$ cat config.mk
export PLATFORM = sky130hd
export DESIGN_NAME = axis_msg_packer_flat
export DESIGN_NICKNAME = d
export VERILOG_FILES = /design/src/rtl/axis_msg_packer_if.sv /design/src/rtl/axis_msg_packer.sv /design/src/flat_wrapper.sv
export SDC_FILE = /design/constraint.sdc
export NUM_CORES = 1
export LEC_CHECK = 0
export ABC_CLOCK_PERIOD_IN_PS = 2350
export CORE_AREA = 2 2 350 352
export CTS_CLUSTER_DIAMETER = 120
export DETAILED_ROUTE_END_ITERATION = 8
export DIE_AREA = 0 0 352 354
export PLACE_DENSITY = 0.52
export SLEW_MARGIN = 30
export SYNTH_ARGS = -nofsm -noshare
export SYNTH_HDL_FRONTEND = slang
export SYNTH_SLANG_ARGS = --single-unit
$ cat constraint.sdc
create_clock -name axis_aclk -period 2.35 [get_ports axis_aclk]
set_input_delay 0.47 -clock axis_aclk [delete_from_list [all_inputs] [get_ports axis_aclk]]
set_output_delay 0.47 -clock axis_aclk [all_outputs]
set_load 0.1 [all_outputs]
$ cat src/rtl/axis_msg_packer_if.sv
// AXI-Stream bundle shared by the narrow input and wide output sides of the packer.
// Widths are set per instance; the packer owns tready on its slave side.
interface axis_msg_packer_if #(
    parameter int unsigned DATA_WIDTH  = 64,
    parameter int unsigned TUSER_WIDTH = 128
);
    logic [DATA_WIDTH-1:0]   tdata;
    logic [DATA_WIDTH/8-1:0] tkeep;
    logic [TUSER_WIDTH-1:0]  tuser;
    logic                    tvalid;
    logic                    tready;
    logic                    tlast;

    modport master (output tdata, output tkeep, output tuser, output tvalid, output tlast,
                    input  tready);
    modport slave  (input  tdata, input  tkeep, input  tuser, input  tvalid, input  tlast,
                    output tready);
endinterface

$ cat src/rtl/axis_msg_packer.sv
// Packs narrow AXI-Stream beats into wide words with byte-accurate tkeep.
// The output register doubles as the accumulator; tlast closes a word early.
module axis_msg_packer #(
    parameter int unsigned S_AXIS_DATA_WIDTH = 64,
    parameter int unsigned M_AXIS_DATA_WIDTH = 512,
    parameter int unsigned AXIS_TUSER_WIDTH  = 128
) (
    input  logic                axis_aclk,
    input  logic                axis_resetn,
    axis_msg_packer_if.slave    s_axis,
    axis_msg_packer_if.master   m_axis
);
    localparam int unsigned RATIO  = M_AXIS_DATA_WIDTH / S_AXIS_DATA_WIDTH;
    localparam int unsigned SK     = S_AXIS_DATA_WIDTH / 8;
    localparam int unsigned MK     = M_AXIS_DATA_WIDTH / 8;
    localparam int unsigned SLOT_W = (RATIO > 1) ? $clog2(RATIO) : 1;

    logic [SLOT_W-1:0]            r_slot;
    logic [M_AXIS_DATA_WIDTH-1:0] r_data;
    logic [MK-1:0]                r_keep;
    logic [AXIS_TUSER_WIDTH-1:0]  r_user;
    logic                         r_valid;
    logic                         r_last;

    logic                         w_s_ready;
    logic                         w_accept;
    logic                         w_close;
    logic [M_AXIS_DATA_WIDTH-1:0] w_data_next;
    logic [MK-1:0]                w_keep_next;

    assign w_s_ready = axis_resetn & (~r_valid | m_axis.tready);
    assign w_accept  = s_axis.tvalid & w_s_ready;
    assign w_close   = w_accept & ((r_slot == SLOT_W'(RATIO - 1)) | s_axis.tlast);

    // Lane 0 starts a fresh word, so the rest of the register is cleared with it
    always_comb begin
        w_data_next = (r_slot == '0) ? '0 : r_data;
        w_keep_next = (r_slot == '0) ? '0 : r_keep;
        for (int unsigned k = 0; k < RATIO; k++) begin
            if (r_slot == SLOT_W'(k)) begin
                w_data_next[k*S_AXIS_DATA_WIDTH +: S_AXIS_DATA_WIDTH] = s_axis.tdata;
                w_keep_next[k*SK +: SK]                               = s_axis.tkeep;
            end
        end
    end

    always_ff @(posedge axis_aclk) begin
        if (!axis_resetn) begin
            r_slot  <= '0;
            r_data  <= '0;
            r_keep  <= '0;
            r_user  <= '0;
            r_valid <= 1'b0;
            r_last  <= 1'b0;
        end else begin
            if (r_valid && m_axis.tready) begin
                r_valid <= 1'b0;
                r_last  <= 1'b0;
            end
            if (w_accept) begin
                r_data <= w_data_next;
                r_keep <= w_keep_next;
                if (r_slot == '0) r_user <= s_axis.tuser;
                if (w_close) begin
                    r_valid <= 1'b1;
                    r_last  <= s_axis.tlast;
                    r_slot  <= '0;
                end else begin
                    r_slot  <= r_slot + 1'b1;
                end
            end
        end
    end

    assign s_axis.tready = w_s_ready;
    assign m_axis.tdata  = r_data;
    assign m_axis.tkeep  = r_keep;
    assign m_axis.tuser  = r_user;
    assign m_axis.tvalid = r_valid;
    assign m_axis.tlast  = r_last;
endmodule

$ cat src/flat_wrapper.sv
// flat-port wrapper written by rule: the top's interface ports become plain ports
module axis_msg_packer_flat 
#(
    parameter int unsigned S_AXIS_DATA_WIDTH = 64,
    parameter int unsigned M_AXIS_DATA_WIDTH = 512,
    parameter int unsigned AXIS_TUSER_WIDTH  = 128
)
  (axis_aclk, axis_resetn, s_axis_tdata, s_axis_tkeep, s_axis_tuser, s_axis_tvalid, s_axis_tlast, s_axis_tready, m_axis_tdata, m_axis_tkeep, m_axis_tuser, m_axis_tvalid, m_axis_tlast, m_axis_tready);
  axis_msg_packer_if #(.DATA_WIDTH(64), .TUSER_WIDTH(128)) s_axis_i ();
  axis_msg_packer_if #(.DATA_WIDTH(512), .TUSER_WIDTH(128)) m_axis_i ();
  input  logic axis_aclk;
  input  logic axis_resetn;
  input wire logic [$bits(s_axis_i.tdata)-1:0] s_axis_tdata;
  input wire logic [$bits(s_axis_i.tkeep)-1:0] s_axis_tkeep;
  input wire logic [$bits(s_axis_i.tuser)-1:0] s_axis_tuser;
  input wire logic [$bits(s_axis_i.tvalid)-1:0] s_axis_tvalid;
  input wire logic [$bits(s_axis_i.tlast)-1:0] s_axis_tlast;
  output wire logic [$bits(s_axis_i.tready)-1:0] s_axis_tready;
  output wire logic [$bits(m_axis_i.tdata)-1:0] m_axis_tdata;
  output wire logic [$bits(m_axis_i.tkeep)-1:0] m_axis_tkeep;
  output wire logic [$bits(m_axis_i.tuser)-1:0] m_axis_tuser;
  output wire logic [$bits(m_axis_i.tvalid)-1:0] m_axis_tvalid;
  output wire logic [$bits(m_axis_i.tlast)-1:0] m_axis_tlast;
  input wire logic [$bits(m_axis_i.tready)-1:0] m_axis_tready;
  assign s_axis_i.tdata = s_axis_tdata;
  assign s_axis_i.tkeep = s_axis_tkeep;
  assign s_axis_i.tuser = s_axis_tuser;
  assign s_axis_i.tvalid = s_axis_tvalid;
  assign s_axis_i.tlast = s_axis_tlast;
  assign s_axis_tready = s_axis_i.tready;
  assign m_axis_tdata = m_axis_i.tdata;
  assign m_axis_tkeep = m_axis_i.tkeep;
  assign m_axis_tuser = m_axis_i.tuser;
  assign m_axis_tvalid = m_axis_i.tvalid;
  assign m_axis_tlast = m_axis_i.tlast;
  assign m_axis_i.tready = m_axis_tready;
  axis_msg_packer #(.S_AXIS_DATA_WIDTH(S_AXIS_DATA_WIDTH), .M_AXIS_DATA_WIDTH(M_AXIS_DATA_WIDTH), .AXIS_TUSER_WIDTH(AXIS_TUSER_WIDTH)) u_core (.axis_aclk(axis_aclk), .axis_resetn(axis_resetn), .s_axis(s_axis_i), .m_axis(m_axis_i));
endmodule
# Word-level counts from Yosys, hierarchy flattened
# Cells that the tools add are included.
# op_classes
n_addsub	1
n_mul	0
div	0
magnitude_cmp	0
n_eq_ne	7
n_shift	0
mux	25
bitwise	6
n_reduce_logical	17
# ops
op	count
two-way mux 64 bit	9
two-way mux 512 bit	1
two-way mux 8 bit	8
AND reduction 2 bit	8
nonzero test 2 bit	7
== test 3 bit (second input constant)	4
== test 3 x 2 -> 1 bit (second input constant)	2
two-way mux 1 bit	6
adder 3 x 1 -> 3 bit (second input constant)	1
bitwise AND 1 bit	3
== test 3 x 1 -> 1 bit (second input constant)	1
zero test 3 bit	1
two-way mux 3 bit	1
bitwise OR 1 bit	2
logical AND 1 bit	1
NOT 1 bit	1
# totals
register_bits	709
latch_bits	0
ram_bits	0
romBits	0
in_bits	205
word_cells	76
memories	0

# Longest topological paths before layout
# depth
word_depth	7
ltp_mapped	9

# Least setup slack after synthesis
# OpenSTA, ideal clock, no wires.
# synth_path
path_type	flip-flop to output port
from	register u_core.r_valid (netlist: u_core.m_axis.tvalid)
to	output s_axis_tready
t_arrival_ns	2.249
required_ns	1.880
slack_ns	-0.369
path_stages_with_launch	3
n_path_buf	0
cell_sequence	dfxtp_1 nor2b_1 nor2_1
# synth_via
elab_chain_len	3
# synth_lines
element	line	source
start, declared	axis_msg_packer.sv:22	logic r_valid;
start signal, assigned	axis_msg_packer.sv:53	r_valid <= 1'b0;
start signal, assigned	axis_msg_packer.sv:57	r_valid <= 1'b0;
start signal, assigned	axis_msg_packer.sv:65	r_valid <= 1'b1;
NOT 1 bit	axis_msg_packer.sv:31	assign w_s_ready = axis_resetn & (~r_valid | m_axis.tready);
bitwise OR 1 bit	axis_msg_packer.sv:31	
bitwise AND 1 bit	axis_msg_packer.sv:31	
end, declared	flat_wrapper.sv:18	output wire logic [$bits(s_axis_i.tready)-1:0] s_axis_tready;
# No other way between the ends.

# Worst setup path after layout
# layout_path
from	register u_core.r_slot[1]
to	register u_core.r_user[94] (netlist: u_core.m_axis.tuser[94])
# layout_via
elab_chain_len	2
# layout_lines
element	line	source
start, declared	axis_msg_packer.sv:18	logic [SLOT_W-1:0] r_slot;
start signal, assigned	axis_msg_packer.sv:69	r_slot <= r_slot + 1'b1;
zero test 3 bit	axis_msg_packer.sv:63	if (r_slot == '0) r_user <= s_axis.tuser;
AND reduction 2 bit (no source line)	--	
end signal, assigned	axis_msg_packer.sv:63	
end, declared	axis_msg_packer.sv:21	logic [AXIS_TUSER_WIDTH-1:0] r_user;
# No other way between the ends.
# A chain may end at the register's enable or synchronous reset.

==> qor.yml <==
required_ns: 2.91
nFillCells: 12630
clock_skew_ns: 0.01816
ant_nets: 0
setup_violations: 0
ys_seq_elements: 709
final_nets: 3327
rrSetupSlack_ns: 0.17
synth_top_family_by_area: "compound AO/OA/AOI/OAI gates"
drt-total-wl_um: 114900
clock_path_buffers: 3
synthesis.nets: 2551
design_area_mm2: 0.03661
setup-tns-final_ns: 0
synthAdderAreaFrac: 0.003066
p_leak_nw: 14.66
firstDrtPassIters: 4
drc: 0
cap_violations: 0
layout_commonest_cell: "buf_4"
ys_warn_count: 0
h-tree-depth: 3
fp.dieW_um: 352
finalCritPeriodShare: 0.9297
holdBufCountCts: 0
grt_pass1_wl_um: 161000
hold_path.class: "input pin to register"
report.final.slew_viol_count: 0
clockRootBuffer: "clkbuf_16"
avgRoutedWirePerCell_um: 23.94
r2r-start: "u_core.r_slot[1]$_SDFFE_PN0P_"
yosys.area_share.simple: 0.1101
crit_type: "register to register"
cts_buffers: 82
gp_congestion: 0.8517
drt_first_iter_violations: 1619
core-area_mm2: 0.1209
grt_pass1_vias: 21440
max_freq_mhz: 457.7
synth.distinct_cells: 33
antenna_cells: 0
p_per_area_mw_per_mm2: 827.0
port_buffers: 911
crit_path_start_kind: "register"
area_growth_pct: 49.50
cp-endpoint: "u_core.m_axis.tuser[94]$_SDFFE_PN0P_"
die_h_um: 354
cpMaxStageDelayCell: "nor2b_4"
r2r-end: "u_core.m_axis.tuser[94]$_SDFFE_PN0P_"
reg2reg_depth: 7
status: "finished clean"
syn-cell-area_mm2: 0.02448
crit_path_start: "u_core.r_slot[1]$_SDFFE_PN0P_"
syn_avg_cell_area_um2: 10.46
grt.total_usage: 0.1745
grt_overflow: 0
synth-xor-area-share: 0
routed_via_density: 4.653
slew-limit-headroom: 0.4710
final_cell_mix: "buf_4, dfxtp_1, nand2_1"
drive_above_1_share: 0.3020
clk_pin_slew_ns: 0.06
cts_sinks: 709
worst_skew_pair.late_latency_ns: 0.64
initial_core_util: 0.2025
synth_compound_area_frac: 0.2156
crit_path_max_fanout: 57
tritoncts: "yes"
place_area_mm2: 0.03400
crit_chain: "inv_1 > ha_1 > nor2b_4 > buf_12 > buf_4 > nand4_1 > o21ai_0"
rsz0062_at_grt: "no"
crit_path_end_kind: "register"
ir_worst_vdd_uv: 477.3
antenna_found_initial: 2
syn_inst: 2340
hold_violations: 0
yosysSeqAreaShare: 0.5797
synth.area.mux_share: 0.03025
io-pin-count: 912
num_rows: 128
fp.dieArea_mm2: 0.1246
worst_pin_slew_ns: 0.7910
grt_max_degree: 90
slowest_delay_ns: 0.39
vias: 22320
hpwl_um: 80340
period_minus_slack_ns: 2.185
cp.arrival_ns: 2.74
-- synth_stat cells --
cell,instances,area share
and3_1,4,0.0010
buf_4,23,0.0071
o22ai_1,1,0.00026
buf_2,122,0.025
nand4_1,200,0.051
nand3_1,2,0.00041
buf_1,66,0.010
a21boi_0,1,0.00031
o31ai_1,1,0.00031
o21ai_1,61,0.012
dfxtp_1,709,0.58
o211ai_2,3,0.0015
nor2_1,3,0.00046
a32o_1,289,0.12
a31oi_2,2,0.0010
nor3_2,1,0.00041
inv_1,4,0.00061
mux2i_1,74,0.030
and4_1,1,0.00036
and2_1,3,0.00077
o21ai_0,140,0.029
nor4b_1,1,0.00036
nor2b_2,1,0.00036
nand2_1,349,0.054
nor3_1,1,0.00020
a21oi_1,2,0.00041
nand2b_1,1,0.00026
nand4b_1,1,0.00036
ha_1,6,0.0031
o2111ai_4,1,0.0011
clkbuf_1,121,0.019
a22o_1,144,0.052
nor2b_1,2,0.00051
-- registers in the layout, summed over array words and instances, names as in the netlist --
signal                flops
u_core.r_slot             3
u_core.m_axis.tvalid      1
u_core.m_axis.tdata     512
u_core.m_axis.tlast       1
u_core.m_axis.tkeep      64
u_core.m_axis.tuser     128
-- kinds of logic after synthesis --
| logic type | Yosys count |
|---|---|
| AOI/OAI and AO/OA | 645 |
| adders and majority gates | 6 |
| buffers and inverters | 336 |
| DFF | 709 |
| muxes | 74 |
| and+or+nand+nor | 570 |
-- layer usage --
layer / GRT usage / wire [um] / vias up
met2: 0.2851 / 54000 / 863
met4: 0.05991 / 3738 / 2
met1: 0.2180 / 48390 / 11030
li1: - / - / 10240
met5: 0 / 13 / -
met3: 0.05170 / 8706 / 180
-- cell type report --
type	count	area, um2	share of cell area
tap	1625	2033	0.05554
clock buffer	115	2287	0.06248
multi-input combinational	1295	8916	0.2436
timing repair buffer	1024	8853	0.2419
sequential	709	14190	0.3877
inverter	4	15.01	0.0004102
clock inverter	25	306.5	0.008374
-- worst min-delay path by stage --
stage / from / end / cells past startpoint
6_report: axis_resetn / u_core.r_slot[1]$_SDFFE_PN0P_ / 3
5_1_grt: s_axis_tuser[106] / u_core.m_axis.tuser[106]$_SDFFE_PN0P_ / 3
4_1_cts: axis_resetn / u_core.r_slot[1]$_SDFFE_PN0P_ / 3
3_5_place_dp: u_core.m_axis.tdata[39]$_SDFFE_PN0P_ / u_core.m_axis.tdata[39]$_SDFFE_PN0P_ / 2
3_3_place_gp: u_core.m_axis.tdata[35]$_SDFFE_PN0P_ / u_core.m_axis.tdata[35]$_SDFFE_PN0P_ / 2
2_1_floorplan: u_core.r_slot[0]$_SDFFE_PN0P_ / u_core.r_slot[0]$_SDFFE_PN0P_ / 2
-- through the flow --
step / setup slack [ns] / cells / util / hold slack (ns) / power [W]
floorplan: 0.09200 / 2340 / - / 0.4923 / 0.01613
global placement: -0.3581 / 4657 / 0.2812 / 0.4349 / 0.01789
detailed placement: -0.3515 / 4657 / 0.2812 / 0.4413 / 0.01789
CTS: 0.07687 / 4797 / 0.3027 / 0.2898 / 0.03064
global route: 0.04125 / 4797 / 0.3027 / 0.3422 / 0.03128
finish: 0.1652 / 4797 / 0.3027 / 0.3564 / 0.03027
-- report_power, final --
part	total, W	internal [W]	switching, W
clock	0.0126	0.00744	0.00521
sequential	0.0126	0.0124	0.000207
combinational	0.00506	0.00115	0.00391
-- critical path: cells and delay by family (launching register included) --
kind	cells	cell delay [ns]
buf+inv	3	0.76
simple gates	2	0.61
flops	1	0.37
fa+ha+maj	1	0.20
compound gates	1	0.15
-- what timing repair did --
action                                 4_1_cts  5_1_grt
endpoints found under the hold margin        0        0
setup buffers                                0        0
setup endpoints to repair                    0       15
resized for setup                            0        1
Power figures use the tool's default switching activity.
